$ cat src/rtl/core_pkg.sv
// core_pkg: shared types and helpers for the EX-stage divider.
//   div_op_t    : RV32M divide/remainder operation select
//   div_state_t : divider controller states
//   div_is_signed / div_is_rem : operation decode helpers
package core_pkg;

  typedef enum logic [1:0] {
    DIV_DIV  = 2'd0,
    DIV_DIVU = 2'd1,
    DIV_REM  = 2'd2,
    DIV_REMU = 2'd3
  } div_op_t;

  typedef enum logic [1:0] {
    DIV_IDLE = 2'd0,
    DIV_CALC = 2'd1,
    DIV_DONE = 2'd2
  } div_state_t;

  function automatic logic div_is_signed(input div_op_t op);
    return (op == DIV_DIV) || (op == DIV_REM);
  endfunction

  function automatic logic div_is_rem(input div_op_t op);
    return (op == DIV_REM) || (op == DIV_REMU);
  endfunction

endpackage

$ cat src/rtl/div_lzc.sv
// div_lzc: combinational leading-zero counter.
//   data  : value to inspect (WIDTH bits)
//   count : number of leading zeros, WIDTH when data is zero
module div_lzc #(
  parameter int WIDTH = 32,
  parameter int CNT_W = $clog2(WIDTH + 1)
) (
  input  logic [WIDTH-1:0] data,
  output logic [CNT_W-1:0] count
);

  // Scanning upward lets the highest set bit overwrite earlier matches.
  always_comb begin
    count = CNT_W'(WIDTH);
    for (int i = 0; i < WIDTH; i++) begin
      if (data[i]) count = CNT_W'(WIDTH - 1 - i);
    end
  end

endmodule

$ cat src/rtl/div_unit.sv
// div_unit: iterative radix-2 restoring divider for RV32M DIV/DIVU/REM/REMU.
//   clk, rst_n : clock (rising edge), asynchronous active-low reset
//   start_i    : request an operation (taken in IDLE, or in DONE with ack_i)
//   op_i       : div_op_t operation select
//   rs1_i      : dividend, rs2_i : divisor
//   kill_i     : flush; aborts everything, wins over start_i/ack_i
//   ack_i      : consumer has taken the result
//   busy_o     : high in CALC and DONE
//   valid_o    : result_o valid (DONE only)
//   result_o   : registered quotient or remainder
// Build option: define DIV_EARLY_OUT_EN to skip the dividend's leading zeros
// (latency WIDTH-L+1 instead of WIDTH+1); results are identical.
//
// Handshake: valid_o rises when the result is registered and stays high with
// result_o stable until an edge where ack_i (or kill_i) is high. ack_i with
// start_i on that edge retires this result and accepts the next operation.
module div_unit
  import core_pkg::*;
#(
  parameter int WIDTH = 32
) (
  input  logic             clk,
  input  logic             rst_n,
  input  logic             start_i,
  input  div_op_t          op_i,
  input  logic [WIDTH-1:0] rs1_i,
  input  logic [WIDTH-1:0] rs2_i,
  input  logic             kill_i,
  input  logic             ack_i,
  output logic             busy_o,
  output logic             valid_o,
  output logic [WIDTH-1:0] result_o
);

  localparam int CNT_W = $clog2(WIDTH + 1);
  localparam logic [WIDTH-1:0] MIN_NEG = {1'b1, {(WIDTH-1){1'b0}}};

  div_state_t       state_q, state_d;
  logic             rem_sel_q, q_neg_q, r_neg_q;
  logic [WIDTH-1:0] dvd_q;  // dividend bits shift out the top, quotient bits in the bottom
  logic [WIDTH-1:0] dvs_q;  // divisor magnitude
  logic [WIDTH-1:0] rem_q;  // partial remainder, always < dvs_q between steps
  logic [CNT_W-1:0] cnt_q;  // steps left; 0 means the next CALC edge enters DONE

  // ---------------- operand preparation at accept ----------------
  logic             accept, sgn, sign_a, sign_b, div_zero, ovf;
  logic [WIDTH-1:0] abs_a, abs_b, dvd_load;
  logic [CNT_W-1:0] cnt_load;

  assign accept   = !kill_i && start_i &&
                    ((state_q == DIV_IDLE) || ((state_q == DIV_DONE) && ack_i));
  assign sgn      = div_is_signed(op_i);
  assign sign_a   = sgn & rs1_i[WIDTH-1];
  assign sign_b   = sgn & rs2_i[WIDTH-1];
  assign abs_a    = sign_a ? -rs1_i : rs1_i;
  assign abs_b    = sign_b ? -rs2_i : rs2_i;
  assign div_zero = (rs2_i == '0);
  assign ovf      = sgn && (rs1_i == MIN_NEG) && (rs2_i == '1);

`ifdef DIV_EARLY_OUT_EN
  logic [CNT_W-1:0] lz;

  div_lzc #(.WIDTH(WIDTH)) u_lzc (
    .data  (abs_a),
    .count (lz)
  );

  // Skipped steps would only shift zeros into the remainder and quotient.
  assign dvd_load = abs_a << lz;
  assign cnt_load = (lz == CNT_W'(WIDTH)) ? CNT_W'(1) : (CNT_W'(WIDTH) - lz);
`else
  assign dvd_load = abs_a;
  assign cnt_load = CNT_W'(WIDTH);
`endif

  // ---------------- one restoring step ----------------
  // The shifted remainder needs WIDTH+1 bits; the difference fits in WIDTH+1
  // bits as two's complement, so its top bit is the borrow.
  logic [WIDTH:0]   rem_sh, diff;
  logic             ge;
  logic [WIDTH-1:0] rem_step, dvd_step;

  assign rem_sh   = {rem_q, dvd_q[WIDTH-1]};
  assign diff     = rem_sh - {1'b0, dvs_q};
  assign ge       = ~diff[WIDTH];
  assign rem_step = ge ? diff[WIDTH-1:0] : rem_sh[WIDTH-1:0];
  assign dvd_step = {dvd_q[WIDTH-2:0], ge};

  // ---------------- sign correction on entry to DONE ----------------
  logic [WIDTH-1:0] quo_fix, rem_fix, result_d;

  assign quo_fix  = q_neg_q ? -dvd_q : dvd_q;
  assign rem_fix  = r_neg_q ? -rem_q : rem_q;
  assign result_d = rem_sel_q ? rem_fix : quo_fix;

  // ---------------- controller ----------------
  always_ff @(posedge clk or negedge rst_n) begin
    if (!rst_n) state_q <= DIV_IDLE;
    else        state_q <= state_d;
  end

  always_comb begin
    state_d = state_q;
    if (kill_i) begin
      state_d = DIV_IDLE;
    end else begin
      case (state_q)
        DIV_IDLE: if (accept) state_d = DIV_CALC;
        DIV_CALC: if (cnt_q == '0) state_d = DIV_DONE;
        DIV_DONE: begin
          if (accept)     state_d = DIV_CALC;
          else if (ack_i) state_d = DIV_IDLE;
        end
        default:  state_d = DIV_IDLE;
      endcase
    end
  end

  assign busy_o  = (state_q != DIV_IDLE);
  assign valid_o = (state_q == DIV_DONE);

  // ---------------- datapath ----------------
  // Special cases preload the final quotient/remainder with no sign
  // correction and a zero count, so they reach DONE one edge after accept
  // through the same path as a normal division.
  always_ff @(posedge clk or negedge rst_n) begin
    if (!rst_n) begin
      rem_sel_q <= 1'b0;
      q_neg_q   <= 1'b0;
      r_neg_q   <= 1'b0;
      dvd_q     <= '0;
      dvs_q     <= '0;
      rem_q     <= '0;
      cnt_q     <= '0;
      result_o  <= '0;
    end else if (accept) begin
      rem_sel_q <= div_is_rem(op_i);
      dvs_q     <= abs_b;
      if (div_zero) begin
        dvd_q   <= '1;
        rem_q   <= rs1_i;
        q_neg_q <= 1'b0;
        r_neg_q <= 1'b0;
        cnt_q   <= '0;
      end else if (ovf) begin
        dvd_q   <= rs1_i;
        rem_q   <= '0;
        q_neg_q <= 1'b0;
        r_neg_q <= 1'b0;
        cnt_q   <= '0;
      end else begin
        dvd_q   <= dvd_load;
        rem_q   <= '0;
        q_neg_q <= sign_a ^ sign_b;
        r_neg_q <= sign_a;
        cnt_q   <= cnt_load;
      end
    end else if ((state_q == DIV_CALC) && !kill_i) begin
      if (cnt_q != '0) begin
        rem_q <= rem_step;
        dvd_q <= dvd_step;
        cnt_q <= cnt_q - CNT_W'(1);
      end else begin
        result_o <= result_d;
      end
    end
  end

endmodule

$ cat config.mk
export PLATFORM = sky130hd
export DESIGN_NAME = div_unit
export DESIGN_NICKNAME = d
export VERILOG_FILES = /design/src/rtl/core_pkg.sv /design/src/rtl/div_lzc.sv /design/src/rtl/div_unit.sv
export SDC_FILE = /design/constraint.sdc
export NUM_CORES = 1
export LEC_CHECK = 0
export BUFFER_PORTS_ARGS = -buffer_cell sky130_fd_sc_hd__buf_2
export CORE_MARGIN = 2
export CORE_UTILIZATION = 25
export CTS_CLUSTER_SIZE = 14
export DETAILED_ROUTE_END_ITERATION = 6
export GPL_ROUTABILITY_DRIVEN = 0
export HOLD_SLACK_MARGIN = 0.05
export PLACE_DENSITY = 0.43
export SETUP_SLACK_MARGIN = 0.3
export SLEW_MARGIN = 20
export SYNTH_ARGS = -nofsm -noshare
export SYNTH_HDL_FRONTEND = slang
export SYNTH_SLANG_ARGS = --single-unit
export TNS_END_PERCENT = 100
$ cat constraint.sdc
create_clock -name clk -period 3.2 [get_ports clk]
set_input_delay 0.16 -clock clk [delete_from_list [all_inputs] [get_ports clk]]
set_output_delay 0.16 -clock clk [all_outputs]
set_load 0.1 [all_outputs]
[Word-level counts from Yosys, hierarchy flattened]
Index checks and enable logic that the tools add are counted.
Operators by class
  add/subtract/negate cells: 6
  equality and inequality tests: 9
  multiplexer cells: 30
  bitwise logic cells: 6
  reductions and logical operators: 21
Operator list (count)
  32-bit two-way mux: 15
  32-bit negation: 4
  32-bit equality test (second input constant): 2
  33-bit by 32-bit subtractor with 33-bit output: 1
  32-bit zero test: 1
  6-bit two-way mux: 5
  2-bit two-way mux: 5
  2-bit equality test (second input constant): 3
  1-bit logical AND: 6
  6-bit zero test: 1
  3-bit inequality test (second input constant): 2
  2-bit case mux with 3 select lines: 1
  3-bit AND reduction: 2
  2-bit nonzero test: 3
  6-bit nonzero test: 1
  6-bit by 1-bit subtractor with 6-bit output (second input constant): 1
  2-bit zero test: 2
  1-bit two-way mux: 4
  4-bit by 3-bit inequality test with 1-bit output (second input constant): 1
  1-bit logical OR: 3
  1-bit NOT: 3
  1-bit bitwise AND: 2
  2-bit by 1-bit equality test with 1-bit output (second input constant): 1
  2-bit AND reduction: 1
  2 further kinds: 2
Word-level totals
  flip-flop bits (word level): 139
  bits of input ports: 71
  output and inout port bits: 34
  word-level logic and storage cells: 81

[Logic depth before layout (Yosys ltp)]
  depth after elaboration: 7
  mapped depth: 13
  mapped depth without buffers: 12

[Least setup slack after synthesis]
OpenSTA, ideal clock, no wires.
  path type: reg2reg
  start point: reg dvd_q[31]
  end point: reg rem_q[13]
  library setup time: 0.134 ns
  data arrival time: 2.968 ns
  data required time: 3.066 ns
  path slack: 0.098 ns
  cell stages (with the launch flop): 14
  buffers on the path: 1
  period minus slack after synthesis: 3.102 ns
  path through: dfrtp_1 -> inv_1 -> ha_1 -> fa_1 -> nand2b_1 -> a211oi_2 -> nor4b_2 -> o31ai_2 -> o21ai_1 -> a31oi_2 -> xnor2_2 -> buf_2 -> mux2i_1 -> o21ai_0
On the way
  cells in the longest elaborated chain, start to end: 5
RTL lines
  from (decl): line div_unit.sv:40  | logic [WIDTH-1:0] dvd_q;
  from (signal assigned): line div_unit.sv:146  | dvd_q <= rs1_i;
  from (signal assigned): line div_unit.sv:152  | dvd_q <= dvd_load;
  from (signal assigned): line div_unit.sv:161  | dvd_q <= dvd_step;
  33-bit by 32-bit subtractor with 33-bit output: line div_unit.sv:84  | assign diff = rem_sh - {1'b0, dvs_q};
  32-bit two-way mux: line div_unit.sv:86  | assign rem_step = ge ? diff[WIDTH-1:0] : rem_sh[WIDTH-1:0];
  32-bit two-way mux: line div_unit.sv:159  | if (cnt_q != '0) begin
  32-bit two-way mux: line div_unit.sv:158  | end else if ((state_q == DIV_CALC) && !kill_i) begin
  32-bit two-way mux: line div_unit.sv:136  | end else if (accept) begin
  to (signal assigned): line div_unit.sv:141  | rem_q <= rs1_i;
  to (signal assigned): line div_unit.sv:160  | rem_q <= rem_step;
  to (decl): line div_unit.sv:42  | logic [WIDTH-1:0] rem_q;
No other way between the ends. The select of a mux whose other input is x is not followed.
A chain may end at the register's enable or synchronous reset.

[Final worst setup path]
  start point: reg dvs_q[0]
  end point: reg rem_q[19]
On the way
  cells in the longest elaborated chain, start to end: 5
RTL lines
  from (decl): line div_unit.sv:41  | logic [WIDTH-1:0] dvs_q;
  from (signal assigned): line div_unit.sv:138  | dvs_q <= abs_b;
  33-bit by 32-bit subtractor with 33-bit output: line div_unit.sv:84
  32-bit two-way mux: line div_unit.sv:86
  32-bit two-way mux: line div_unit.sv:159
  32-bit two-way mux: line div_unit.sv:158
  32-bit two-way mux: line div_unit.sv:136
No other way between the ends. The select of a mux whose other input is x is not followed.

==> summary.md <==
| Metric | Value |
|---|---|
| Worst EP arrival | `roughly 3300 ps` |
| Max Used Layer | `met4` |
| Initial core utilization | `0.255` |
| CP required | `3490 ps` |
| Pre-Repair DR Iteration Count | `5` |
| Period utilization | `0.936` |
| Leakage | `between 6 and 7 nW` |
| Fmax | `334 MHz` |
| Synth-to-Final Area Change | `27.6%` |
| Dpl ws | `-64.0 ps` |
| Die H | `between 200 and 250 um` |
| Worst Setup Path Type | `flip-flop to flip-flop` |
| WL met3 | `between 1000 and 1500 um` |
| Number of global-route vias before repair | `9810` |
| CTS tree | `built` |
| Iter 0 DRT Violations | `about 540` |
| GR Overflow Total | `0` |
| Ys async rst share | `1.00` |
| Wire length per cell | `17.8 um` |
| Drt drc | `0` |
| Yosys warns | `0` |
| Worst slew margin | `0.368` |
| Num ports | `around 110` |
| Crit Path Max Fanout | `5` |
| Syn Nets | `between 1000 and 1500` |
| Final setup viols | `0` |
| Distinct cells, synth | `72` |
| Global Route Usage Sum | `0.167` |
| Maxcap violations | `0` |
| Layout Nets | `roughly 1600` |
| Post-synthesis sequential area ratio | `0.324` |
| Synth Instances | `approximately 1300` |
| Endpoints failing hold | `0` |
| Register area | `around 0.0035 mm2` |
| Synth area leaders | `dfrtp_1 32%, nand2_1 7.0%, o21ai_0 6.4%` |
| Routed vias/inst | `around 4.9` |
| Fin. max-slew vios | `0` |
| Initial antenna violation count | `1` |
| CTS clk-pin slew, worst paths | `approximately 60 ps` |
| Floorplan core area | `~0.042 mm2` |
| IO Port Bufs | `between 100 and 150` |
| WL final | `around 37000 um` |
| Largest net degree at the start of global routing | `69` |
| Crit end category | `flip-flop` |
| Startpoint Class | `flip-flop` |
| Setup TNS | `0 ps` |
| Hold WC Path Type | `input pin to flip-flop` |
| Die area | `approximately 0.045 mm2` |
| Post-layout minimum cycle time | `about 3000 ps` |
| Syn Std Cell Area | `between 0.01 and 0.015 mm2` |
| Tightest Pin Transition | `947 ps` |
| Cell Pwr Density | `about 1100 mW/mm2` |
| Clock buffer count from CTS | `17` |
| DRT antenna net count | `0` |
| Clock buffer depth | `2` |
| FILL cells | `4499` |
| Status | `completed` |
| Metal2 WL | `around 16000 um` |
| Clk sinks | `approximately 140` |
| Worst-Skew Late Latency | `roughly 440 ps` |
| Die width | `between 200 and 250 um` |
| Metal-1 WL | `between 15000 and 20000 um` |
| Max H-tree Level | `4` |
| Share of cells above drive strength 1 | `0.222` |
| Hold WS | `between 60 and 70 ps` |
| First-pass GRT wire length | `between 50000 and 60000 um` |
| Area taken by multi-input logic gates | `0.00705 mm2` |
| Placed wire-length estimate | `28400 um` |
| Area share of the largest cell type after synthesis | `0.324` |
| Skew final | `roughly 12 ps` |
| Top_reg_cell synth | `dfrtp_1` |
| Area leader, netlist | `dfrtp_1` |
| Post-synth EDFFs | `0` |
| Std-Cell Rows | `75` |
| Register bit count reported by yosys | `approximately 140` |
| Fin worst setup slack | `approximately 200 ps` |
| Clk root buf | `clkbuf_16` |
| Detailed-route via count | `between 10000 and 15000` |
| RSZ-0062 raised after global routing | `true` |
| Max IR drop VDD | `0.422 mV` |
| Synth Area per Inst | `8.17 um2` |
registers in the layout, indices dropped and copies added (netlist names):
register	flops
result_o	32
r_neg_q	1
dvs_q	32
cnt_q	6
q_neg_q	1
rem_sel_q	1
dvd_q	32
rem_q	32
state_q	2
cells in the final DEF (no fill, tap or decap), types with 7 or more instances in the layout:
master           n
o21ai_2          7
o31ai_1         27
nor3_1          25
clkinv_2         8
o21ai_1         18
o21ai_0        123
a31oi_1          7
and3_1           7
dfrtp_1        135
or4_1           11
clkbuf_16       18
mux2i_1         32
nand2_1        195
nand4_1         16
a32oi_1         32
nor3_2           8
xor2_1          71
dlygate4sd3_1   18
o41ai_1          7
xnor2_1         75
buf_6            7
a21oi_1         68
nor4_1           8
buf_2          101
a22oi_1         24
nand2b_1        16
a211oi_1         7
a21o_1          17
ha_1            35
inv_1           58
or3_1           13
nor2b_1          9
nand3_1         19
buf_4           98
nor2_1          68
path summary, 6_finish.rpt:
check                               end  slack, ps  depth (start not counted)    startpoint
min                           rem_q[27]         60                          3     rs1_i[27]
max reg2reg                   rem_q[19]        200                         13      dvs_q[0]
max                           rem_q[19]        200                         13      dvs_q[0]
max in group asynchronous      dvd_q[0]       2060                          3         rst_n
min in group asynchronous      dvs_q[3]        270                          2         rst_n
min reg2reg                result_o[18]        470                          2  result_o[18]
critical path: stages (launching register included):
cell       delay, ps
dfrtp_1          400
ha_4             180
fa_2             360
nand2b_4         160
a211oi_4         300
nor4b_4           90
o31ai_4          210
o21ai_2          130
a31oi_4          240
xnor2_4          190
clkbuf_16        210
buf_4            120
mux2i_1          160
o21ai_0           80
metrics by stage:
stage,utilization,cell area (um2),instances,power (mW)
2_1_floorplan,-,10800,1315,9.16
3_3_place_gp,0.294,12400,1976,11.5
3_5_place_dp,0.294,12400,1976,11.5
4_1_cts,0.318,13400,2038,14.3
5_1_grt,0.325,13700,2053,15.6
6_report,0.325,13700,2053,14.5
power by group:
part / internal, mW / total [mW] / leakage, nW / switching, mW
Clock: 1.23 / 2.04 / 0.291 / 0.807
Combinational: 3.80 / 9.24 / 4.00 / 5.44
Sequential: 2.45 / 3.22 / 1.75 / 0.772
cell usage after synthesis, types with 19 or more instances:
cell / instances
nand2_1: 199
dfrtp_1: 139
o21ai_0: 137
xnor2_1: 75
xor2_1: 73
a21oi_1: 71
nor2_1: 70
inv_1: 59
clkbuf_1: 56
ha_1: 38
a32oi_1: 32
mux2i_1: 32
nor3_1: 30
o31ai_1: 28
a22oi_1: 24
nand3_1: 19
what timing repair did:
item | CTS | global route
pin swaps | 16 | 27
hold buffers | 19 | 0
setup buffers | 10 | 14
gates resized for setup | 31 | 53
cloned | 1 | 0
endpoints found under the setup margin | 35 | 68
endpoints found under the hold margin | 75 | 0
kinds of logic after synthesis:
kind of cell    after synthesis  share of synthesized area
compound gates              380                      0.223
xor+xnor                    149                      0.122
fa+ha+maj                    39                     0.0461
buf+inv                     127                     0.0474
flops                       139                      0.324
mux                          39                     0.0372
simple gates                442                      0.200
metal layers:
metal | vias up | global-route usage
met3 | 23 | 0.0226
met4 | 0 | 0.0512
li1 | 5073 | -
met2 | 189 | 0.254
met1 | 4725 | 0.244
met5 | - | 0
area by class of cell:
| type | count | area share |
|---|---|---|
| Antenna cell | 1 | 0.000183 |
| Clock buffer | 18 | 0.0320 |
| Clock inverter | 14 | 0.0111 |
| Inverter | 59 | 0.0162 |
| Multi-Input combinational cell | 1049 | 0.514 |
| Sequential cell | 139 | 0.254 |
| Tap cell | 539 | 0.0492 |
| Timing Repair Buffer | 234 | 0.123 |
No activity file was read; power rests on OpenSTA's default activity.
